## src/rtl/seven_seg_scan_if.sv

```systemverilog
// Bus between a display-data producer and the seven_seg_scan multiplexer.
// The producer loads hold data; the scanner returns digit/anode/dp/frame.
interface seven_seg_scan_if #(
  parameter int NDIGITS = 8
);
  logic                   load;
  logic [4*NDIGITS-1:0]   value;
  logic [NDIGITS-1:0]     dp_in;
  logic [NDIGITS-1:0]     blank;
  logic [3:0]             digit;
  logic [NDIGITS-1:0]     an_n;
  logic                   dp_n;
  logic                   frame;

  modport master (
    output load, value, dp_in, blank,
    input  digit, an_n, dp_n, frame
  );

  modport slave (
    input  load, value, dp_in, blank,
    output digit, an_n, dp_n, frame
  );
endinterface

```

## src/rtl/seven_seg_scan.sv

```systemverilog
// Multiplexed seven-segment scanner with per-slot anode guard time.
// Define SEVEN_SEG_SCAN_LZB_EN to enable leading-zero blanking.
module seven_seg_scan #(
  parameter int NDIGITS = 8,
  parameter int DIV     = 100000,
  parameter int GUARD   = 4
) (
  input  logic             clk,
  input  logic             rst,
  seven_seg_scan_if.slave  bus
);
  localparam int CW = (DIV > 1) ? $clog2(DIV) : 1;
  localparam int IW = (NDIGITS > 1) ? $clog2(NDIGITS) : 1;

  logic [CW-1:0]          cnt_reg, cnt_next;
  logic [IW-1:0]          idx_reg, idx_next;
  logic [4*NDIGITS-1:0]   hold_value_reg, hold_value_next;
  logic [NDIGITS-1:0]     hold_dp_reg, hold_dp_next;
  logic [NDIGITS-1:0]     hold_blank_reg, hold_blank_next;

  logic [3:0]             digit_reg, digit_next;
  logic [NDIGITS-1:0]     an_n_reg, an_n_next;
  logic                   dp_n_reg, dp_n_next;
  logic                   frame_reg, frame_next;

  logic [NDIGITS-1:0]     lzb_blank;
  logic [NDIGITS-1:0]     digit_off;
  logic                   slot_end;

  assign slot_end = (cnt_reg == CW'(DIV - 1));

  always_comb begin
    cnt_next        = slot_end ? '0 : cnt_reg + CW'(1);
    idx_next        = idx_reg;
    if (slot_end)
      idx_next = (idx_reg == IW'(NDIGITS - 1)) ? '0 : idx_reg + IW'(1);
    hold_value_next = bus.load ? bus.value : hold_value_reg;
    hold_dp_next    = bus.load ? bus.dp_in : hold_dp_reg;
    hold_blank_next = bus.load ? bus.blank : hold_blank_reg;
  end

  // Leading-zero detection on the post-load hold value so a load and its
  // blanking effect appear together.
  generate
    for (genvar gi = 0; gi < NDIGITS; gi++) begin : g_lzb
`ifdef SEVEN_SEG_SCAN_LZB_EN
      if (gi == 0) begin : g_first
        assign lzb_blank[gi] = 1'b0;
      end else begin : g_upper
        assign lzb_blank[gi] = (hold_value_next[4*NDIGITS-1:4*gi] == '0);
      end
`else
      assign lzb_blank[gi] = 1'b0;
`endif
      assign digit_off[gi] = hold_blank_next[gi] | lzb_blank[gi];
    end
  endgenerate

  // Outputs are registered from next-state values, so they always
  // describe the current cnt/idx/hold contents.
  always_comb begin
    digit_next = 4'h0;
    an_n_next  = '1;
    dp_n_next  = 1'b1;
    for (int i = 0; i < NDIGITS; i++) begin
      if (idx_next == IW'(i)) begin
        digit_next = hold_value_next[4*i +: 4];
        if ((cnt_next >= CW'(GUARD)) && !digit_off[i]) begin
          an_n_next[i] = 1'b0;
          dp_n_next    = ~hold_dp_next[i];
        end
      end
    end
    frame_next = (cnt_next == '0) && (idx_next == '0);
  end

  always_ff @(posedge clk or posedge rst) begin
    if (rst) begin
      cnt_reg        <= '0;
      idx_reg        <= '0;
      hold_value_reg <= '0;
      hold_dp_reg    <= '0;
      hold_blank_reg <= '1;
      digit_reg      <= 4'h0;
      an_n_reg       <= '1;
      dp_n_reg       <= 1'b1;
      frame_reg      <= 1'b0;
    end else begin
      cnt_reg        <= cnt_next;
      idx_reg        <= idx_next;
      hold_value_reg <= hold_value_next;
      hold_dp_reg    <= hold_dp_next;
      hold_blank_reg <= hold_blank_next;
      digit_reg      <= digit_next;
      an_n_reg       <= an_n_next;
      dp_n_reg       <= dp_n_next;
      frame_reg      <= frame_next;
    end
  end

  assign bus.digit = digit_reg;
  assign bus.an_n  = an_n_reg;
  assign bus.dp_n  = dp_n_reg;
  assign bus.frame = frame_reg;
endmodule

```

## src/flat_wrapper.sv

```systemverilog
// flat-port wrapper written by rule: the top's interface ports become plain ports
module seven_seg_scan_flat 
#(
  parameter int NDIGITS = 8,
  parameter int DIV     = 100000,
  parameter int GUARD   = 4
)
  (clk, rst, bus_load, bus_value, bus_dp_in, bus_blank, bus_digit, bus_an_n, bus_dp_n, bus_frame);
  seven_seg_scan_if #(.NDIGITS(NDIGITS)) bus_i ();
  input  logic clk;
  input  logic rst;
  input wire logic [$bits(bus_i.load)-1:0] bus_load;
  input wire logic [$bits(bus_i.value)-1:0] bus_value;
  input wire logic [$bits(bus_i.dp_in)-1:0] bus_dp_in;
  input wire logic [$bits(bus_i.blank)-1:0] bus_blank;
  output wire logic [$bits(bus_i.digit)-1:0] bus_digit;
  output wire logic [$bits(bus_i.an_n)-1:0] bus_an_n;
  output wire logic [$bits(bus_i.dp_n)-1:0] bus_dp_n;
  output wire logic [$bits(bus_i.frame)-1:0] bus_frame;
  assign bus_i.load = bus_load;
  assign bus_i.value = bus_value;
  assign bus_i.dp_in = bus_dp_in;
  assign bus_i.blank = bus_blank;
  assign bus_digit = bus_i.digit;
  assign bus_an_n = bus_i.an_n;
  assign bus_dp_n = bus_i.dp_n;
  assign bus_frame = bus_i.frame;
  seven_seg_scan #(.NDIGITS(NDIGITS), .DIV(DIV), .GUARD(GUARD)) u_core (.clk(clk), .rst(rst), .bus(bus_i));
endmodule
```

## config.mk

```make
export PLATFORM = sky130hd
export DESIGN_NAME = seven_seg_scan_flat
export DESIGN_NICKNAME = d
export VERILOG_FILES = /design/src/rtl/seven_seg_scan_if.sv /design/src/rtl/seven_seg_scan.sv /design/src/flat_wrapper.sv
export SDC_FILE = /design/constraint.sdc
export NUM_CORES = 1
export LEC_CHECK = 0
export ABC_AREA = 1
export BUFFER_PORTS_ARGS = -buffer_cell sky130_fd_sc_hd__buf_4
export CORE_MARGIN = 10
export CORE_UTILIZATION = 42
export DETAILED_ROUTE_END_ITERATION = 12
export PLACE_DENSITY = 0.73
export SKIP_CTS_REPAIR_TIMING = 1
export SYNTH_ARGS = -nofsm -noshare
export SYNTH_HDL_FRONTEND = slang
export SYNTH_SLANG_ARGS = --single-unit
```

## constraint.sdc

```tcl
create_clock -name clk -period 4.7 [get_ports clk]
set_input_delay 0.94 -clock clk [delete_from_list [all_inputs] [get_ports clk]]
set_output_delay 0.94 -clock clk [all_outputs]
set_load 0.01 [all_outputs]
```

==> impl_metrics.tcl <==
set metrics [dict create \
    worst_path_most_repeated_cell "nand2_1" \
    synth-seq-cells 82 \
    cts.reportedPaths.clkPinSlew_ns 0.08 \
    vias_per_cell 4.728 \
    wl_per_cell_um 13.38 \
    ant_nets 0 \
    relSlewSlack_pct 32.90 \
    syn-instance-count 500 \
    grt_pass1_vias 3416 \
    yosysWarnings 0 \
    skew_ns 0.01131 \
    start_kind "flip-flop" \
    layout.nets 619 \
    cts.sinks 82 \
    end_kind "flip-flop" \
    cts.path.max_buffers 2 \
    synth_nets 554 \
    gp_congestion 0.8229 \
    grt_pass1_wl_mm 16.15 \
    power-per-cell-area_mw_per_mm2 295.7 \
    rows 35 \
    grt_max_degree 61 \
    final_cell_mix "nand2_1 (206), buf_4 (66), dfrtp_1 (65), inv_1 (53), nor2_1 (37)" \
    rsz0062_at_grt "no" \
    syn2layout_area_growth_pct 20.10 \
    coreArea_mm2 0.009240 \
    num-fill-cells 887 \
    largest_register_ffs 32 \
    synthesis.area_mm2 0.003978 \
    dieArea_mm2 0.01376 \
    fin_setup_tns_ns 0 \
    drt-initial-drc-count 157 \
    crit_fanout 12 \
    avgSynthCellArea_um2 7.955 \
    initial_core_util_pct 43.05 \
    holdCritPathClass "flip-flop to flip-flop" \
    drc 0 \
    path_cells "ha_1, nand2_1, inv_2, nand2_2, nor2_2, nand2_2, nand2_1, o21ai_4, nor2_1, nand2_1, inv_1, nand2_1, nand3_1, a221oi_1, nand4_1" \
    worst_slew_pin_slew_ns 1.005 \
    outcome "complete, no violations" \
    layout.cells.most_common "nand2_1" \
    critPathRequiredTime_ns 4.90 \
    tritoncts "done" \
    crit_slowest_cell "dfrtp_1" \
    synth_cell_type_count 34 \
    portBuffers 64 \
    numCtsBuffers 9 \
    grt-ovfl-total 0 \
    timing.fmax_mhz 381.9 \
    r2r_slack_ns 2.08 \
    synth_seq_area_share_pct 52.12 \
    vias 3305 \
    critPathArrivalTime_ns 2.82 \
    final_util_pct 51.70 \
    ir_drop_mv 0.1391 \
    diodes 0 \
    p_total_uw 1413 \
    slowest_delay_ns 0.42 \
    io_pins 65 \
    dpl.hpwl_mm 7.088 \
    first_pass_iters 4 \
    clkLatencyLatePin_ns 0.35 \
    drive_above_1_share_pct 25.09 \
    p_leak_uw 0.002560 \
    wl_mm 9.351 \
    hold_viol 0 \
    fin_crit_ns 2.619 \
    cts-root-buf "clkbuf_8" \
    die_y_um 117.3 \
    setup_viol 0 \
    htreeDepth 3 \
    crit_type "flip-flop to flip-flop" \
    maxCapViolations 0 \
    grtUsageTotal_pct 13.83 \
    die_w_um 117.3 \
    finalCritPeriodShare_pct 55.72 \
    antenna_found_initial 0 \
    drv_slew 0 \
]
## critical path: cells and delay by family, from the launching register on
family          cells  cell delay (ns)
flops               1             0.42
compound gates      2             0.44
fa+ha+maj           1             0.22
buf+inv             2             0.17
simple gates       10             1.23
## where the power goes
group | total [uW] | switching (uW) | internal (uW) | leakage, uW
combinational | 129 | 73.7 | 55.8 | 0.00147
sequential | 765 | 13.2 | 752 | 0.000989
clock | 518 | 257 | 261 | 0.000103
total | 1410 | 344 | 1070 | 0.00256
## routing by layer
metal / GRT usage [%] / wire length (um) / vias up
li1: - / - / 1669
met1: 18.27 / 4297 / 1548
met2: 21.54 / 4384 / 75
met3: 3.741 / 542 / 13
met4: 4.069 / 125 / 0
met5: 0 / 0 / -
## metrics by stage
stage | instances | area [um^2] | worst slack [ns] | hold WS, ns
floorplan | 500 | 3978 | 1.680 | 0.4381
global placement | 683 | 4574 | 1.817 | 0.4509
detailed placement | 683 | 4574 | 1.734 | 0.4561
CTS | 699 | 4777 | 2.052 | 0.4759
global route | 699 | 4777 | 1.787 | 0.5002
finish | 699 | 4777 | 2.081 | 0.4728
## synth_stat cells
| master | number | area share [%] |
|---|---|---|
| nand2_1 | 206 | 19 |
| dfrtp_1 | 65 | 41 |
| inv_1 | 54 | 5.1 |
| nor2_1 | 37 | 3.5 |
| nand3_1 | 23 | 2.9 |
| dfstp_2 | 17 | 11 |
| nand4_1 | 14 | 2.2 |
| inv_2 | 10 | 0.94 |
| nand2_2 | 9 | 1.4 |
| nor2_2 | 8 | 1.3 |
| clkbuf_1 | 7 | 0.66 |
| o21ai_0 | 7 | 0.88 |
| or2_2 | 4 | 0.63 |
| a221oi_1 | 3 | 0.66 |
| ha_1 | 3 | 0.94 |
| mux2i_1 | 3 | 0.75 |
| nand4_2 | 3 | 0.94 |
| o21ai_4 | 3 | 1.2 |
| a21oi_1 | 2 | 0.25 |
| buf_1 | 2 | 0.19 |
| buf_6 | 2 | 0.57 |
| clkinv_1 | 2 | 0.19 |
| nand3_2 | 2 | 0.50 |
| nor3_1 | 2 | 0.25 |
| o21ai_1 | 2 | 0.25 |
| xor2_1 | 2 | 0.44 |
| a21oi_2 | 1 | 0.22 |
| and3_1 | 1 | 0.16 |
| buf_2 | 1 | 0.13 |
| nor2_4 | 1 | 0.28 |
| nor3_2 | 1 | 0.25 |
| nor3_4 | 1 | 0.41 |
| nor4_1 | 1 | 0.16 |
| o21bai_1 | 1 | 0.19 |
## area by class of cell
type	instances	area (um^2)	area share, %
flip-flops and latches	82	2073	43.40
inverters	66	249.0	5.212
clock buffers	10	137.6	2.881
repair buffers	66	495.5	10.37
well taps	129	161.4	3.379
multi-input cells	340	1595	33.39
clock inverters	6	65.06	1.362
## cell families (layout without fill, tap and decap cells)
| family | Yosys count | after routing | synth area share (%) |
|---|---|---|---|
| and+or+nand+nor | 313 | 313 | 34.29 |
| adders and majority gates | 3 | 3 | 0.9438 |
| buffers and inverters | 78 | 148 | 7.770 |
| DFF | 82 | 82 | 52.12 |
| AOI/OAI and AO/OA | 19 | 19 | 3.681 |
| xor gates and xnor gates | 2 | 2 | 0.4405 |
| muxes | 3 | 3 | 0.7550 |
## worst paths after layout
check                                                          from                             endpoint  cells past startpoint
worst max-delay path                    u_core.cnt_reg[0]$_DFF_PP0_        u_core.bus.digit[2]$_DFF_PP0_                     15
worst min-delay path            u_core.hold_value_reg[27]$_DFF_PP0_  u_core.hold_value_reg[27]$_DFF_PP0_                      2
worst max register to register          u_core.cnt_reg[0]$_DFF_PP0_        u_core.bus.digit[2]$_DFF_PP0_                     15
worst min register to register  u_core.hold_value_reg[27]$_DFF_PP0_  u_core.hold_value_reg[27]$_DFF_PP0_                      2
max in group asynchronous                                       rst   u_core.hold_blank_reg[6]$_DFF_PP1_                      3
min in group asynchronous                                       rst          u_core.cnt_reg[4]$_DFF_PP0_                      2
(Power assumes the default switching activity.)
